===== src/rtl/block_scheduler.sv =====
// Block scheduler: sequences one 2**IDX_W x 2**IDX_W block through LOAD, CALC and DRAIN.
// Optional macro ZIGZAG_ORDER_EN selects JPEG zigzag drain order (IDX_W must be 3); default drains in raster order.
module block_scheduler #(
    parameter int IDX_W       = 3,
    parameter int TIMEOUT_CYC = 1024
) (
    input  logic             clk,
    input  logic             rst,
    input  logic             start,
    input  logic             in_valid,
    output logic             in_ready,
    output logic             buf_we,
    output logic [IDX_W-1:0] buf_u,
    output logic [IDX_W-1:0] buf_v,
    output logic             dp_go,
    input  logic             dp_done,
    output logic             out_valid,
    input  logic             out_ready,
    output logic [IDX_W-1:0] out_u,
    output logic [IDX_W-1:0] out_v,
    output logic             busy,
    output logic             blk_done,
    output logic             err
);
    localparam int K_W = 2 * IDX_W;
    localparam int T_W = $clog2(TIMEOUT_CYC);
    localparam logic [K_W-1:0] K_LAST = {K_W{1'b1}};
    localparam logic [K_W-1:0] K_ONE  = K_W'(1'b1);
    localparam logic [T_W-1:0] T_LAST = T_W'(TIMEOUT_CYC - 1);
    localparam logic [T_W-1:0] T_ONE  = T_W'(1'b1);

    typedef enum logic [1:0] {
        IDLE  = 2'd0,
        LOAD  = 2'd1,
        CALC  = 2'd2,
        DRAIN = 2'd3
    } state_t;

    state_t         state_r;
    logic [K_W-1:0] k_r;
    logic [T_W-1:0] tcnt_r;
    logic           load_beat_s;
    logic           drain_beat_s;

`ifdef ZIGZAG_ORDER_EN
    if (IDX_W != 3) begin : g_zz_width_check
        $error("block_scheduler: ZIGZAG_ORDER_EN requires IDX_W == 3");
    end

    // Zigzag LUT: octal literal digits are {u, v}.
    function automatic logic [K_W-1:0] drain_addr(input logic [K_W-1:0] idx);
        case (idx)
            6'd0:  drain_addr = 6'o00; 6'd1:  drain_addr = 6'o01; 6'd2:  drain_addr = 6'o10; 6'd3:  drain_addr = 6'o20;
            6'd4:  drain_addr = 6'o11; 6'd5:  drain_addr = 6'o02; 6'd6:  drain_addr = 6'o03; 6'd7:  drain_addr = 6'o12;
            6'd8:  drain_addr = 6'o21; 6'd9:  drain_addr = 6'o30; 6'd10: drain_addr = 6'o40; 6'd11: drain_addr = 6'o31;
            6'd12: drain_addr = 6'o22; 6'd13: drain_addr = 6'o13; 6'd14: drain_addr = 6'o04; 6'd15: drain_addr = 6'o05;
            6'd16: drain_addr = 6'o14; 6'd17: drain_addr = 6'o23; 6'd18: drain_addr = 6'o32; 6'd19: drain_addr = 6'o41;
            6'd20: drain_addr = 6'o50; 6'd21: drain_addr = 6'o60; 6'd22: drain_addr = 6'o51; 6'd23: drain_addr = 6'o42;
            6'd24: drain_addr = 6'o33; 6'd25: drain_addr = 6'o24; 6'd26: drain_addr = 6'o15; 6'd27: drain_addr = 6'o06;
            6'd28: drain_addr = 6'o07; 6'd29: drain_addr = 6'o16; 6'd30: drain_addr = 6'o25; 6'd31: drain_addr = 6'o34;
            6'd32: drain_addr = 6'o43; 6'd33: drain_addr = 6'o52; 6'd34: drain_addr = 6'o61; 6'd35: drain_addr = 6'o70;
            6'd36: drain_addr = 6'o71; 6'd37: drain_addr = 6'o62; 6'd38: drain_addr = 6'o53; 6'd39: drain_addr = 6'o44;
            6'd40: drain_addr = 6'o35; 6'd41: drain_addr = 6'o26; 6'd42: drain_addr = 6'o17; 6'd43: drain_addr = 6'o27;
            6'd44: drain_addr = 6'o36; 6'd45: drain_addr = 6'o45; 6'd46: drain_addr = 6'o54; 6'd47: drain_addr = 6'o63;
            6'd48: drain_addr = 6'o72; 6'd49: drain_addr = 6'o73; 6'd50: drain_addr = 6'o64; 6'd51: drain_addr = 6'o55;
            6'd52: drain_addr = 6'o46; 6'd53: drain_addr = 6'o37; 6'd54: drain_addr = 6'o47; 6'd55: drain_addr = 6'o56;
            6'd56: drain_addr = 6'o65; 6'd57: drain_addr = 6'o74; 6'd58: drain_addr = 6'o75; 6'd59: drain_addr = 6'o66;
            6'd60: drain_addr = 6'o57; 6'd61: drain_addr = 6'o67; 6'd62: drain_addr = 6'o76; 6'd63: drain_addr = 6'o77;
            default: drain_addr = 6'o00;
        endcase
    endfunction
`else
    function automatic logic [K_W-1:0] drain_addr(input logic [K_W-1:0] idx);
        drain_addr = idx;
    endfunction
`endif

    assign buf_we       = in_valid & in_ready;
    assign load_beat_s  = buf_we;
    assign drain_beat_s = out_valid & out_ready;
    assign buf_u        = k_r[K_W-1:IDX_W];
    assign buf_v        = k_r[IDX_W-1:0];

    // Phase sequencing, shared block index and all registered status/handshake outputs.
    always_ff @(posedge clk or posedge rst) begin
        if (rst) begin
            state_r   <= IDLE;
            k_r       <= '0;
            tcnt_r    <= '0;
            in_ready  <= 1'b0;
            dp_go     <= 1'b0;
            out_valid <= 1'b0;
            out_u     <= '0;
            out_v     <= '0;
            busy      <= 1'b0;
            blk_done  <= 1'b0;
            err       <= 1'b0;
        end else begin
            dp_go    <= 1'b0;
            blk_done <= 1'b0;
            case (state_r)
                IDLE: begin
                    if (start) begin
                        state_r  <= LOAD;
                        k_r      <= '0;
                        err      <= 1'b0;
                        in_ready <= 1'b1;
                        busy     <= 1'b1;
                    end
                end
                LOAD: begin
                    if (load_beat_s) begin
                        if (k_r == K_LAST) begin
                            state_r  <= CALC;
                            k_r      <= '0;
                            tcnt_r   <= '0;
                            in_ready <= 1'b0;
                            dp_go    <= 1'b1;
                        end else begin
                            k_r <= k_r + K_ONE;
                        end
                    end
                end
                CALC: begin
                    // dp_done takes priority over a timeout landing in the same cycle.
                    if (dp_done) begin
                        state_r        <= DRAIN;
                        k_r            <= '0;
                        tcnt_r         <= '0;
                        out_valid      <= 1'b1;
                        {out_u, out_v} <= drain_addr('0);
                    end else if (tcnt_r == T_LAST) begin
                        state_r <= IDLE;
                        tcnt_r  <= '0;
                        busy    <= 1'b0;
                        err     <= 1'b1;
                    end else begin
                        tcnt_r <= tcnt_r + T_ONE;
                    end
                end
                DRAIN: begin
                    if (drain_beat_s) begin
                        if (k_r == K_LAST) begin
                            state_r   <= IDLE;
                            k_r       <= '0;
                            out_valid <= 1'b0;
                            out_u     <= '0;
                            out_v     <= '0;
                            busy      <= 1'b0;
                            blk_done  <= 1'b1;
                        end else begin
                            k_r            <= k_r + K_ONE;
                            {out_u, out_v} <= drain_addr(k_r + K_ONE);
                        end
                    end
                end
                default: begin
                    state_r   <= IDLE;
                    k_r       <= '0;
                    tcnt_r    <= '0;
                    in_ready  <= 1'b0;
                    out_valid <= 1'b0;
                    busy      <= 1'b0;
                end
            endcase
        end
    end
endmodule


===== config.mk =====
export PLATFORM = sky130hd
export DESIGN_NAME = block_scheduler
export DESIGN_NICKNAME = d
export VERILOG_FILES = /design/src/rtl/block_scheduler.sv
export SDC_FILE = /design/constraint.sdc
export NUM_CORES = 1
export LEC_CHECK = 0
export CAP_MARGIN = 20
export CORE_UTILIZATION = 45
export CTS_CLUSTER_SIZE = 25
export DETAILED_ROUTE_END_ITERATION = 8
export PLACE_DENSITY_LB_ADDON = 0.08
export SLEW_MARGIN = 20
export SYNTH_ARGS = -nofsm -noshare
export SYNTH_HDL_FRONTEND = slang
export SYNTH_SLANG_ARGS = --single-unit
export TNS_END_PERCENT = 10

===== constraint.sdc =====
create_clock -name clk -period 1.75 [get_ports clk]
set_input_delay 0.2625 -clock clk [delete_from_list [all_inputs] [get_ports clk]]
set_output_delay 0.2625 -clock clk [all_outputs]
set_load 0.1 [all_outputs]

==> results.ini <==
[logic_synthesis]
synthSimpleGateAreaFrac_pct=20.3
synth_top_family_by_area=compound AO/OA/AOI/OAI gates
syn_inst=178
synthFlopType=dfrtp_1
synth.avg_cell_area_sq_um=9.06
synthesis.nets=190
synth-xor-area-share_pct=1.63
async_flop_share_pct=100
ys_ff_latch=30
synth_edf_count=0
synth_cell_type_count=36
synth_compound_area_share_pct=22.7
synthMuxAreaShare_pct=1.24
synth-warning-count=0
syn-cell-area_sq_mm=0.00161
synthAdderAreaFrac_pct=4.65
seq_area_frac_synth_pct=46.5

[global_routing]
grt_first_pass_wirelength_um=6670
track_usage_pct=24.3
grt_max_degree=31
antenna_found_initial=0
grt_pass1_vias=1445
gr-total-overflow=0

[setup_path]
cp_max_fo=6
end_kind=register
required_ns=1.99
critPathLaunchType=register
setup.worst_path.class=reg2reg
arrival_ns=1.97

[timing]
finalClockSkew_ns=0.0143
fin_tns_setup_ns=0
drv_slew=0
holdWs_ns=0.303
fmax_mhz=579
min_period_over_period_pct=98.6
maxSlewHeadroom_pct=74.1
finalHoldViolCount=0
rsz0062_at_grt=true
worst_pin_slew_ns=0.388
period_needed_ns=1.73
setup_viol=0

[pwr]
ir_drop_mv=0.774
powerDensity_mw_per_mm2=504
finalPower_mw=1.30
p_leak_nw=1.09

[routing]
drc=0
detail-route-antenna-nets=0
wl_per_cell_um=15.2
wl_um=4370
vias=1578
vias_per_cell=5.48
drt_iter0_drc=121
dr.pass1.iters=4

[run_status]
outcome=finished, final reports clean

[finish]
antenna_cells=0
fin_nets=254
area_growth_pct=60.4
stdcell_count=288
final_core_util_pct=76.3
drive_above_1_share_pct=39.3

[floorplan]
core_sq_mm=0.00339
floorplan.initialDensity_pct=47.6
ios=25
die_h_um=61.9
die-area_sq_mm=0.00383
rows=21
fp.dieW_um=61.9

[clock_tree]
insertion_delay_ns=0.33
clock_path_buffers=2
hold_buffers=0
clock_sinks=30
cts_root_buf=clkbuf_4
cts_tree=yes
htree_num_levels=2
cts_buffers=5
clkSlewWorstSetupHoldPaths_ns=0.10

[placement]
placed_cells=277
io_buffer_count=24
dpl.hpwl_um=3050
gp_congestion=0.885

[min_path]
hp-class=in2async

[job]
drv_cap=0

## cell type report
type                       count  area [sq um]
multi-input combinational    136           950
fill                         220           803
inverter                       8          30.0
clock inverter                 1          30.0
timing repair buffer          61           699
clock buffer                   6          51.3
sequential                    30           768
tap                           46          57.6
## power by group
| part | internal, mW | leakage, nW | switching (mW) | total, mW |
|---|---|---|---|---|
| sequential | 0.692 | 0.385 | 0 | 0.692 |
| combinational | 0.0179 | 0.661 | 0.0224 | 0.0403 |
| clock | 0.333 | 0.0443 | 0.238 | 0.571 |
| total | 1.04 | 1.09 | 0.261 | 1.30 |
## synth_stat cells, drive strengths merged, types with 2 or more instances
master   count  share of area (%)
dfrtp       30                 47
nand2       26                6.1
o21ai       23                7.1
nor2        15                3.6
a21oi       12                3.7
nand3       12                4.0
inv          8                1.9
ha           6                4.7
o31ai        6                3.6
nand4        4                1.6
a22o         3                1.6
and2         3                1.2
clkbuf       3               0.70
a31oi        2               0.78
and3         2               0.78
mux2i        2                1.2
nand2b       2               0.78
nor2b        2               0.78
o2bb2ai      2                1.1
or2          2               0.78
xnor2        2                1.1
## per-stage QoR
step	cell area [sq um]	worst slack, ns
after floorplan	1660	-0.0883
after global placement	2370	-0.102
after detailed placement	2370	-0.143
after CTS	2460	0.00601
after global routing	2590	-0.0976
final	2590	0.0238
## cells by family (layout without fill, tap and decap cells)
logic type	Yosys count	in the layout
buffers and inverters	12	76
adder cells (fa/ha/maj)	6	6
multiplexers	2	2
XOR/XNOR	3	3
AO/OA/AOI/OAI	55	55
AND/OR/NAND/NOR	70	70
flip-flops	30	30
## routing by layer
layer	GRT usage, %	vias up	share of wire, %	routed length [um]
met5	0	-	0	0
met4	10.8	0	1.9	85
met3	5.18	9	3.0	133
met2	39.3	40	51	2230
met1	31.5	766	44	1920
li1	-	763	-	-
## repair_timing
action	in CTS	in global routing
resized for setup	5	24
endpoints found under the setup margin	11	20
buffers inserted	0	4
pin swaps	2	7
## worst paths after layout
kind,start,end,slack (ns),cells past startpoint
worst max-delay path,state_r[1],tcnt_r[4],0.02,6
worst min-delay path,rst,tcnt_r[9],0.30,3
worst max register to register,state_r[1],tcnt_r[4],0.02,6
worst min register to register,tcnt_r[7],tcnt_r[7],0.52,1
max in group asynchronous,rst,k_r[1],1.12,3
min in group clk,tcnt_r[7],tcnt_r[7],0.52,1
## sequential cells by signal, summed over array words and instances, names as in the netlist
name	cells
blk_done	1
busy	1
dp_go	1
err	1
in_ready	1
k_r	6
out_u	3
out_v	3
out_valid	1
state_r	2
tcnt_r	10
## placed cells by master, fill, tap and decap left out, drive strengths merged, types with 3 or more instances in the layout
cell / netlist / routed
buf: 1 / 56
dfrtp: 30 / 30
nand2: 26 / 26
o21ai: 23 / 23
nor2: 15 / 15
a21oi: 12 / 12
nand3: 12 / 12
inv: 8 / 8
clkbuf: 3 / 6
o31ai: 6 / 6
ha: 6 / 6
clkdlybuf4s50: 0 / 5
nand4: 4 / 4
and2: 3 / 3
a22o: 3 / 3
## worst max-delay path, cell delays in order, from the launching register on
cell	delay [ns]
dfrtp_1	0.42
inv_2	0.10
ha_4	0.15
nand3_4	0.07
o32a_4	0.43
or2_4	0.26
o31ai_1	0.21
(Power assumes the default switching activity.)
